### config.mk
export PLATFORM = sky130hd
export DESIGN_NAME = mmio_responder
export DESIGN_NICKNAME = d
export VERILOG_FILES = /design/src/rtl/mmio_responder.sv
export SDC_FILE = /design/constraint.sdc
export NUM_CORES = 1
export LEC_CHECK = 0
export ABC_CLOCK_PERIOD_IN_PS = 5200
export CAP_MARGIN = 10
export CELL_PAD_IN_SITES_DETAIL_PLACEMENT = 0
export CELL_PAD_IN_SITES_GLOBAL_PLACEMENT = 1
export CORE_UTILIZATION = 42
export CTS_CLUSTER_DIAMETER = 100
export DETAILED_ROUTE_END_ITERATION = 10
export GPL_TIMING_DRIVEN = 0
export PLACE_DENSITY = 0.87
export SKIP_CTS_REPAIR_TIMING = 1
export SLEW_MARGIN = 20
export SYNTH_ARGS = -nofsm -noshare
export SYNTH_HDL_FRONTEND = slang
export SYNTH_SLANG_ARGS = --single-unit
### constraint.sdc
create_clock -name clk -period 5.2 [get_ports clk]
set_clock_uncertainty 0.15 [all_clocks]
set_input_delay 1.04 -clock clk [delete_from_list [all_inputs] [get_ports clk]]
set_output_delay 1.04 -clock clk [all_outputs]
set_load 0.02 [all_outputs]
### src/rtl/mmio_responder.sv
`default_nettype none
// ============================================================================
//  Module      : mmio_responder
//  Description : Memory-mapped I/O responder for the upper half of the CPU
//                address space (mem_addr[8]==1). Provides an LED register,
//                a synchronized switch input and a 16-bit compare timer with
//                a sticky match flag that drives timer_irq.
//  Revision    : 1.0  initial release
// ============================================================================
module mmio_responder #(
    parameter int         LED_W  = 8,
    parameter int         SW_W   = 8,
    parameter int         SYNC_N = 2,
    parameter logic [1:0] MREAD  = 2'b01,
    parameter logic [1:0] MWRITE = 2'b00
) (
    input  logic              clk,
    input  logic              reset,
    input  logic [1:0]        mem_cmd,
    input  logic [8:0]        mem_addr,
    input  logic [15:0]       write_data,
    output logic [15:0]       read_data,
    output logic              read_en,
    input  logic [SW_W-1:0]   sw,
    output logic [LED_W-1:0]  ledr,
    output logic              timer_irq
);

    // Register addresses (full 9-bit decode)
    localparam logic [8:0] c_addr_led   = 9'h100;
    localparam logic [8:0] c_addr_sw    = 9'h140;
    localparam logic [8:0] c_addr_tcnt  = 9'h180;
    localparam logic [8:0] c_addr_tcmp  = 9'h181;
    localparam logic [8:0] c_addr_tctl  = 9'h182;
    localparam logic [8:0] c_addr_tstat = 9'h183;

    // Architectural state
    logic [LED_W-1:0]             r_led;
    logic [SYNC_N-1:0][SW_W-1:0]  r_sync;
    logic [15:0]                  r_tcnt;
    logic [15:0]                  r_tcmp;
    logic                         r_en;
    logic                         r_autoreload;
    logic                         r_match;

    // Decode
    logic        w_sel;
    logic        w_wr;
    logic        w_wr_led;
    logic        w_wr_tcnt;
    logic        w_wr_tcmp;
    logic        w_wr_tctl;
    logic        w_clr_match;
    logic        w_hit;
    logic        w_set_match;
    logic [15:0] w_tcnt_next;
    logic [15:0] w_rd;

    assign w_sel       = mem_addr[8];
    assign w_wr        = (mem_cmd == MWRITE) && w_sel;
    assign read_en     = (mem_cmd == MREAD) && w_sel;
    assign w_wr_led    = w_wr && (mem_addr == c_addr_led);
    assign w_wr_tcnt   = w_wr && (mem_addr == c_addr_tcnt);
    assign w_wr_tcmp   = w_wr && (mem_addr == c_addr_tcmp);
    assign w_wr_tctl   = w_wr && (mem_addr == c_addr_tctl);
    assign w_clr_match = w_wr && (mem_addr == c_addr_tstat) && write_data[0];

    // A CPU write to TCNT suppresses both counting and match evaluation.
    assign w_hit       = (r_tcnt == r_tcmp);
    assign w_set_match = r_en && w_hit && !w_wr_tcnt;

    assign ledr      = r_led;
    assign timer_irq = r_match;

    // Next timer count: CPU write wins, otherwise reload on match or increment
    always_comb begin
        w_tcnt_next = r_tcnt;
        if (w_wr_tcnt) begin
            w_tcnt_next = write_data;
        end else if (r_en) begin
            if (w_hit && r_autoreload) begin
                w_tcnt_next = 16'h0000;
            end else begin
                w_tcnt_next = r_tcnt + 16'd1;
            end
        end
    end

    // LED register
    always_ff @(posedge clk) begin
        if (reset) begin
            r_led <= '0;
        end else if (w_wr_led) begin
            r_led <= write_data[LED_W-1:0];
        end
    end

    // First synchronizer stage samples the asynchronous switches
    always_ff @(posedge clk) begin
        if (reset) begin
            r_sync[0] <= '0;
        end else begin
            r_sync[0] <= sw;
        end
    end

    generate
        for (genvar i = 1; i < SYNC_N; i++) begin : g_sync
            // Remaining synchronizer stages shift the sampled value along
            always_ff @(posedge clk) begin
                if (reset) begin
                    r_sync[i] <= '0;
                end else begin
                    r_sync[i] <= r_sync[i-1];
                end
            end
        end
    endgenerate

    // Timer count, compare and control registers
    always_ff @(posedge clk) begin
        if (reset) begin
            r_tcnt       <= 16'h0000;
            r_tcmp       <= 16'hFFFF;
            r_en         <= 1'b0;
            r_autoreload <= 1'b0;
        end else begin
            r_tcnt <= w_tcnt_next;
            if (w_wr_tcmp) begin
                r_tcmp <= write_data;
            end
            if (w_wr_tctl) begin
                r_en         <= write_data[0];
                r_autoreload <= write_data[1];
            end
        end
    end

    // Sticky match flag: a new match takes priority over a W1C in the same cycle
    always_ff @(posedge clk) begin
        if (reset) begin
            r_match <= 1'b0;
        end else if (w_set_match) begin
            r_match <= 1'b1;
        end else if (w_clr_match) begin
            r_match <= 1'b0;
        end
    end

    // Zero-latency read mux; unmapped addresses and idle cycles return zero
    always_comb begin
        w_rd = 16'h0000;
        case (mem_addr)
            c_addr_led:   w_rd[LED_W-1:0] = r_led;
            c_addr_sw:    w_rd[SW_W-1:0]  = r_sync[SYNC_N-1];
            c_addr_tcnt:  w_rd            = r_tcnt;
            c_addr_tcmp:  w_rd            = r_tcmp;
            c_addr_tctl:  w_rd[1:0]       = {r_autoreload, r_en};
            c_addr_tstat: w_rd[0]         = r_match;
            default:      w_rd            = 16'h0000;
        endcase
        read_data = read_en ? w_rd : 16'h0000;
    end

endmodule
`default_nettype wire

Word level (Yosys, flattened, before mapping):

Cells that the tools add are included.

* multiplexer cells: 10
* $add $sub $neg: 1
* equal/unequal tests: 8
* reductions and logical operators: 15

Operators by type and width (count)
* 2-to-1 mux 16 bit: 4
* equality test 9 bit, second input constant: 6
* one-hot mux 6 bit (4 select lines): 1
* adder 16 x 1 -> 16 bit, second input constant: 1
* equality test 16 bit: 1
* one-hot mux 8 bit (2 select lines): 1
* logical AND 1 bit: 11
* one-hot mux 1 bit (6 select lines): 1
* one-hot mux 1 bit (5 select lines): 1
* nonzero test 2 bit: 2
* equality test 2 x 1 -> 1 bit, second input constant: 1
* zero test 2 bit: 1
* 2-to-1 mux 1 bit: 2
* zero test 1 bit: 1

* bits in registers: 59
* word-level logic and storage cells: 42
* output and inout bits: 26
* bits of input ports: 37

Longest topological paths before layout:

Gate-level depths: netlist (run 1).

* word-level depth: 6
* depth in mapped cells: 8
* mapped depth without buffers: 6

Least setup slack after synthesis (run 1):

Ideal clock, no wire load.

* kind: input-to-output
* start point: input port mem_addr[0]
* end point: output port read_data[2]
* required time: 4.010 ns
* stages on the path: 6
* path buffers: 1
* path slack: 1.625 ns
* arrival time: 2.385 ns
* cells stage by stage: buf_2 -> nor4_2 -> nand2_1 -> nor2_1 -> a22oi_1 -> a21oi_1

* longest elaborated chain between the ends: 3
* elaborated cells on any way between the ends: 6
* those cells by class: 4 x eq/ne; 2 x mux

RTL lines
* from (decl): line 20 `input logic [8:0] mem_addr,`
* equality test 9 bit: line 153 `case (mem_addr)`
* one-hot mux 6 bit (4 select lines) (*): line 153
* 2-to-1 mux 16 bit (*): line 162 `read_data = read_en ? w_rd : 16'h0000;`
* to (decl): line 22 `output logic [15:0] read_data,`

Every way passes the cells marked *; elsewhere a longest branch is shown, timed or not.

Worst setup path after layout (run 1):

* start point: input port mem_addr[6]
* end point: output port read_data[4]

The elaborated chain is that of the path after synthesis.

==> results.txt, run 1 <==
The critical path is of the input port to output port type. The H-tree was split into 3 levels. After synthesis, the netlist uses 51 different library cells. The tools report the nature of the critical path endpoint as an output port. VDD sags by at most 0.133 mV. Synthesis produced a netlist whose cell count is 360.

For the highest clock frequency the design can meet, the log shows 0.211 GHz. At the end of the flow, the number of nets in the layout was 469. The worst register-to-register path begins at r_tcnt[7]$_SDFFE_PP0P_. Using the TritonRoute via totals, the vias-per-cell ratio works out to 5.48. The clock tree root driver cell is clkbuf_8.

The y dimension of the die came out at 89.8 um. The first TritonRoute pass finished after 4 iterations. The relative area change from synthesis to final layout is 28.4%. The final wirelength was 9180 um; the number of port buffers was 60. Number of synthesized flops with an enable pin: 0. The sequential-to-total area share from yosys stat was 0.365.

The worst hold path depth was 1. The arrival time at the worst endpoint came out at 3540 ps. The worst max-slew margin expressed relative to the limit came out at 0.436.

The number of antenna violations at the first check in global routing is 0. The tools report the worst reg2reg path endpoint as r_tcnt[4]$_SDFFE_PP0P_. The mean cell area of the mapped netlist came out at 8.99 um^2.

In this run the most critical hold path is launched from r_sync[3]$_SDFF_PP0_. The classification of the worst-slack hold path was flip-flop to flip-flop. The number of nets in the synthesized netlist is 398. For the final hold violation count, the log shows 0. Count of inserted antenna diode cells: 0. The run gives 2890 ps as the worst-case register-to-register setup slack. The analysis attributes to cell leakage a power of 1.51 nW.

The proportion of layout cells with a drive suffix above 1 works out to 0.106. The number of cells on the worst reg-to-reg path is 6. The most area-hungry cell type in the Yosys netlist is dfxtp_1.

Setup repair after global routing left no endpoint under its margin. The end of the worst hold path was r_sync[11]$_SDFF_PP0_. The fraction of post-synthesis cell area in the top cell type by area is 0.365. In this run the horizontal extent of the chip is 89.8 um. The clock period could shrink to 4730 ps. The number of top-level pins is 63.

For this design, the sink count on the clock tree is 59. The run finished with clean final reports. In this run the remaining antenna-violating nets after routing total 0. The area of all placed cells without fillers was 4150 um^2; the number of placement rows was 31. After clock tree synthesis, the clock-pin slew on the worst setup and hold paths is 60 ps. In the final routed layout, each cell accounts on average for 17.2 um. The tools report the DRC marker count from the first detailed-route iteration as 203. Maximum number of buffers from clock root to sink: 2.

The number of maximum-capacitance violations was 0; the worst-skew pair later-pin latency was 340 ps. The portion of the clock cycle consumed by the worst path in the final layout is 0.910. The area after detailed placement is 3960 um^2. The leading register cell type out of synthesis is dfxtp_1. Setup violations remaining at the end of the flow were counted as 0. After detailed routing, the number of remaining DRC violations is 0.

Entering global routing, the biggest net connects 11 pins. The number of global-route vias before repair was 2857; the data required time at the worst endpoint was 4010 ps. For the die footprint, the log shows 8060 um^2. Detailed routing inserted a total of 2934 vias. Synthesis inferred 59 register bits. TritonCTS built the clock tree.

The starting density of the core was 0.441; the aggregate global-route resource usage was 0.232. The weighted congestion reported at the end of routability-driven placement is 0.868, and the ratio of total power to cell area is 229 nW/um^2. The Yosys step of the flow raised 0 warnings.

The share of flip-flops with an asynchronous set or reset after synthesis is 0, and the final sum of negative setup slack is 0 ps. In the post-synthesis netlist, the biggest area contributors are dfxtp_1 (37%), mux2i_1 (6.2%), xor2_1 (5.1%), a21oi_1 (4.9%), a211o_1 (4.1%). In this run the worst path has a maximum fanout of 10.

The number of pins with negative max-slew slack in the final report was 0; the core footprint was 7330 um^2. The first global-routing pass estimated 14600 um of wire. After synthesis the cells add up to 3240 um^2. The number of buffers inserted during clock tree synthesis was 9.

The HPWL after detailed placement is 6590 um. STA classifies the critical path startpoint as an input port. For this run the aggregate overflow at the end of global routing stands at 0. At the pin with the least slew margin, the transition time is 846 ps.
final cells by class:
cell class	instances	area (um^2)
Fill cell	632	3180
Clock buffer	11	141
Sequential cell	59	1180
Multi-Input combinational cell	264	1850
Clock inverter	5	52.6
Inverter	4	15.0
Tap cell	99	124
Buffer	33	193
Timing Repair Buffer	60	601
cells in the mapped netlist, types with 2 or more instances:
cell type / number
mux2_2: 2
buf_2: 9
a211o_1: 15
mux2i_1: 20
nor2b_1: 19
nand2_1: 11
inv_1: 4
a22oi_1: 13
nor4_1: 4
nand4_1: 7
nor4b_4: 2
nor2_1: 25
nand3_1: 4
buf_4: 6
and3_1: 20
a21oi_1: 32
o2111ai_1: 3
buf_6: 2
nor4_2: 2
dfxtp_1: 59
clkbuf_1: 13
nor3_1: 9
o32ai_1: 6
xnor2_1: 5
nor3b_1: 17
and2_1: 3
xor2_1: 19
o22ai_1: 6
how the worst max path moves through the flow:
stage,from,endpoint,cells after the start
floorplan,mem_addr[0],read_data[2],6
global placement,mem_addr[6],read_data[4],8
global route,mem_addr[1],read_data[3],7
CTS,mem_addr[1],read_data[7],7
finish,mem_addr[6],read_data[4],8
detailed placement,mem_addr[1],read_data[7],7
through the flow:
step	util	hold slack [ps]	cells	setup slack [ps]	total power, mW
after floorplan	-	264	360	1630	0.497
final	0.567	285	535	467	0.951
after global routing	0.567	306	535	254	0.982
after global placement	0.540	269	519	475	0.539
after detailed placement	0.540	270	519	454	0.540
after CTS	0.567	285	535	444	0.955
cell usage in the layout, fill, tap and decap left out, types with 2 or more instances in the layout:
cell type	synthesis	layout
nor2b_1	19	19
xnor2_1	5	5
xor2_1	19	19
a22oi_1	13	13
nor2_1	25	25
inv_1	4	4
nand3_1	4	4
and2_1	3	3
o32ai_1	6	6
mux2_2	2	2
o22ai_1	6	6
mux2i_1	20	20
clkdlybuf4s50_1	0	60
nor3b_1	17	17
and3_1	20	20
nand4_1	7	7
clkbuf_8	0	10
clkinv_2	0	3
dfxtp_1	59	59
a211o_1	15	15
buf_4	6	6
buf_6	2	2
nor4_2	2	2
nor4b_4	2	2
nor3_1	9	9
o2111ai_1	3	3
buf_2	9	9
nor4_1	4	4
clkbuf_1	13	14
a21oi_1	32	32
nand2_1	11	11
where the power goes:
group          internal (mW)  switching [mW]  total [mW]  leakage (nW)
Combinational         0.0369          0.0338      0.0707         0.929
Sequential             0.458         0.00151       0.460         0.479
Clock                  0.232           0.189       0.421        0.0991
critical path, stage by stage:
cell and delay, ps:
clkdlybuf4s50_1 530, nor4b_4 470, and3_1 220, buf_4 140, buf_4 200, a22oi_1 100, a21oi_1 190, clkdlybuf4s50_1 630
flip-flops by register name, summed over array words and instances, names as in the netlist:
register / cells
ledr: 8
r_tcmp: 16
r_en: 1
r_sync: 16
r_autoreload: 1
timer_irq: 1
r_tcnt: 16
per-layer routing:
metal	part of all wire	up-vias	GRT usage
li1	-	1457	-
met1	0.45	1355	0.295
met2	0.47	110	0.378
met3	0.071	12	0.0550
met4	0.014	0	0.0943
met5	0	-	0
cells by family after synthesis:
| group | count (synthesis) | synth area share |
|---|---|---|
| mux | 22 | 0.0688 |
| flops | 59 | 0.365 |
| compound gates | 84 | 0.178 |
| fa+ha+maj | 1 | 0.00387 |
| simple gates | 133 | 0.256 |
| xor+xnor | 24 | 0.0650 |
| buf+inv | 37 | 0.0642 |
Note: power is estimated with default switching activity, not from simulation.
==> run 2: changes to the inputs <==
- CORE_UTILIZATION: 42 -> 43
- CTS_BUF_LIST: default -> sky130_fd_sc_hd__clkbuf_2
- PLACE_DENSITY: 0.87 -> 0.89
==> run 2 against run 1 <==
  * First-iteration DRC count rose by 41%
  * Sequential power about the same
  * Critical path depth is 1 lower
  * Critical path type unchanged
  * Largest power group unchanged
  * Die area down 2.3%
  * Hold slack improved by 19 ps
==> results.txt, run 2 (synthesized netlist as in run 1, its figures left out) <==
The actual transition at the worst max-transition pin is 779 ps, and the HPWL after detailed placement is 6650 um. The relative area change from synthesis to final layout came out at 25.8%. The proportion of layout cells with a drive suffix above 1 came out at 0.106. The via count normalized by instance count came out at 5.67.

For the arrival time at the worst endpoint, the log shows 3580 ps. Detailed routing placed a total of 571 um of wire on met3. Net switching component of the power: 0.211 mW. TritonCTS built the clock tree. The logs give 0.352 for the clock group share of total power and 519 for the total instance count after detailed placement. The routed design has 9140 um of wire.

At the worst endpoint, the required time is 4010 ps. Summed over all failing endpoints, the final setup total negative slack is 0 ps. In this run the tool buffered the top-level ports with 60 buffer cells. For the worst flop-to-flop path, the logic depth is 6. The logs give 0.854 for the weighted congestion reported at the end of routability-driven placement and 7 for the count of TritonRoute iterations in the first routing pass. Setup violations remaining at the end of the flow were counted as 0. After detailed routing, the wire length on met1 is 4130 um. Buffers inserted during clock tree synthesis total 9. The run gives 14100 um as the wire length of the first global-routing pass.

In this run the vertical extent of the chip is 88.7 um. The clock tree root driver cell is clkbuf_2. In this run the worst hold path is classified as flip-flop to flip-flop. After clock tree synthesis, the clock-pin slew on the worst setup and hold paths is 160 ps. The sequential fraction of design power is 0.562.

The wire length on met2 was 4370 um. Setup repair after global routing left no endpoint under its margin. The final core utilization was 0.561; the highest fanout seen on the critical path was 9. The die footprint is 7880 um^2. The count of inserted antenna diode cells was 0; the detailed-route wire length per cell was 17.1 um. The final route contains 3032 vias. The ratio of total power to cell area works out to 201 nW/um^2.

The tool flagged a number of max-cap violations equal to 0. After floorplanning, the core was divided into 31 placement rows. Portion of the clock cycle consumed by the worst path in the final layout: 0.916. The nature of the critical path endpoint is an output port.

For this design the top-level I/O count stands at 63. Summed over all layers, the global routing overflow is 0. The worst setup path is launched from an input port. The worst-case IR drop observed on VDD is 0.115 mV. For the number of antenna violations at the first check in global routing, the log shows 0. Across all hold checks on the routed design, the worst slack comes to 304 ps.

Setup slack closes at 434 ps. The highest metal layer with signal wires is met4. Leaving out fill and tap cells, the most frequent cell in the layout is clkdlybuf4s50_1. The proportion of total power due to net switching is 0.257, and the pin count of the biggest net entering global routing is 11.

The maximum number of buffers from clock root to sink is 2. The core footprint came out at 7250 um^2. The worst max-slew margin expressed relative to the limit was 0.481; the number of pins with negative max-slew slack in the final report was 0. For this run, the post-layout net count is 469.

Derived from the worst setup path, the maximum achievable clock frequency is 0.210 GHz. Leaving out fill and tap cells, the most frequent cells in the layout are clkdlybuf4s50_1 (60), dfxtp_1 (59), a21oi_1 (32), nor2_1 (25). The largest registers in the layout are r_sync: 16 flops, r_tcmp: 16 flops, r_tcnt: 16 flops. The clock tree synthesis step divided the H-tree into 3 levels. Prior to clock tree synthesis, the placed netlist has a worst setup slack of 465 ps. Width of the die: 88.7 um. For this run, the number of standard cells in the final layout without fillers is 535. The static leakage power was 1.47 nW. Startpoint-to-endpoint class of the critical path: input port to output port. The power share of the combinational group was 0.086; the DRC marker count from the first detailed-route iteration was 287.

The run gives 0 as the number of design rule violations left after detail routing. For the starting density of the core, the log shows 0.446. The run finished with clean final reports.

The worst hold path depth is 1. The clock reaches the later pin of the worst-skew pair after 470 ps. The aggregate global-route resource usage was 0.242; the residual antenna-violating net count after detailed routing was 0. Final hold violation count: 0. The number of global-route vias before repair is 2781, and the clock net sink count is 59. The cell-internal power is 0.608 mW, and the post-layout minimum cycle time is 4770 ps.
## run 2: cell types whose count changed in the layout (fill, tap and decap cells not counted), sizes merged
cell	delta
clkinvlp	+1
clkinv	-1
## run 2: metrics by stage
step / power [mW] / cell area [um^2]
floorplan: 0.497 / 3240
CTS: 0.821 / 4070
global route: 0.848 / 4070
detailed placement: 0.540 / 3960
global placement: 0.539 / 3960
finish: 0.819 / 4070
## run 2: power by group through the flow
| stage | Sequential (mW) | Combinational, mW | Clock (mW) |
|---|---|---|---|
| after floorplan | 0.470 | 0.0278 | 0 |
| after CTS | 0.460 | 0.0703 | 0.290 |
| after global routing | 0.461 | 0.0756 | 0.311 |
| final | 0.460 | 0.0704 | 0.288 |
| after global placement | 0.470 | 0.0693 | 0 |
| after detailed placement | 0.470 | 0.0701 | 0 |
## run 2: area by class of cell
cell class              count  area, um^2
inverters                   4        15.0
clock inverters             5        53.8
well taps                  99         124
clock buffers              11        55.1
fillers                   665        3180
repair buffers             60         601
multi-input cells         264        1850
plain buffers              33         193
flip-flops and latches     59        1180
## run 2: worst paths after layout
| path | slack (ps) | start | end |
|---|---|---|---|
| max | 430 | mem_addr[1] | read_data[6] |
| min reg2reg | 300 | r_sync[4]$_SDFF_PP0_ | r_sync[12]$_SDFF_PP0_ |
| min | 300 | r_sync[4]$_SDFF_PP0_ | r_sync[12]$_SDFF_PP0_ |
| max reg2reg | 2860 | r_tcnt[7]$_SDFFE_PP0P_ | r_tcnt[12]$_SDFFE_PP0P_ |
## run 2: critical path, stage by stage
cell	delay [ps]
clkdlybuf4s50_1	470
nor4b_4	490
nand2_1	170
nor2_1	390
a22oi_1	160
a21oi_1	220
clkdlybuf4s50_1	640
## run 2: per-layer routing
metal | up-vias | global-route usage
li1 | 1466 | -
met5 | - | 0
met3 | 6 | 0.0429
met2 | 111 | 0.409
met4 | 0 | 0.0777
met1 | 1449 | 0.314
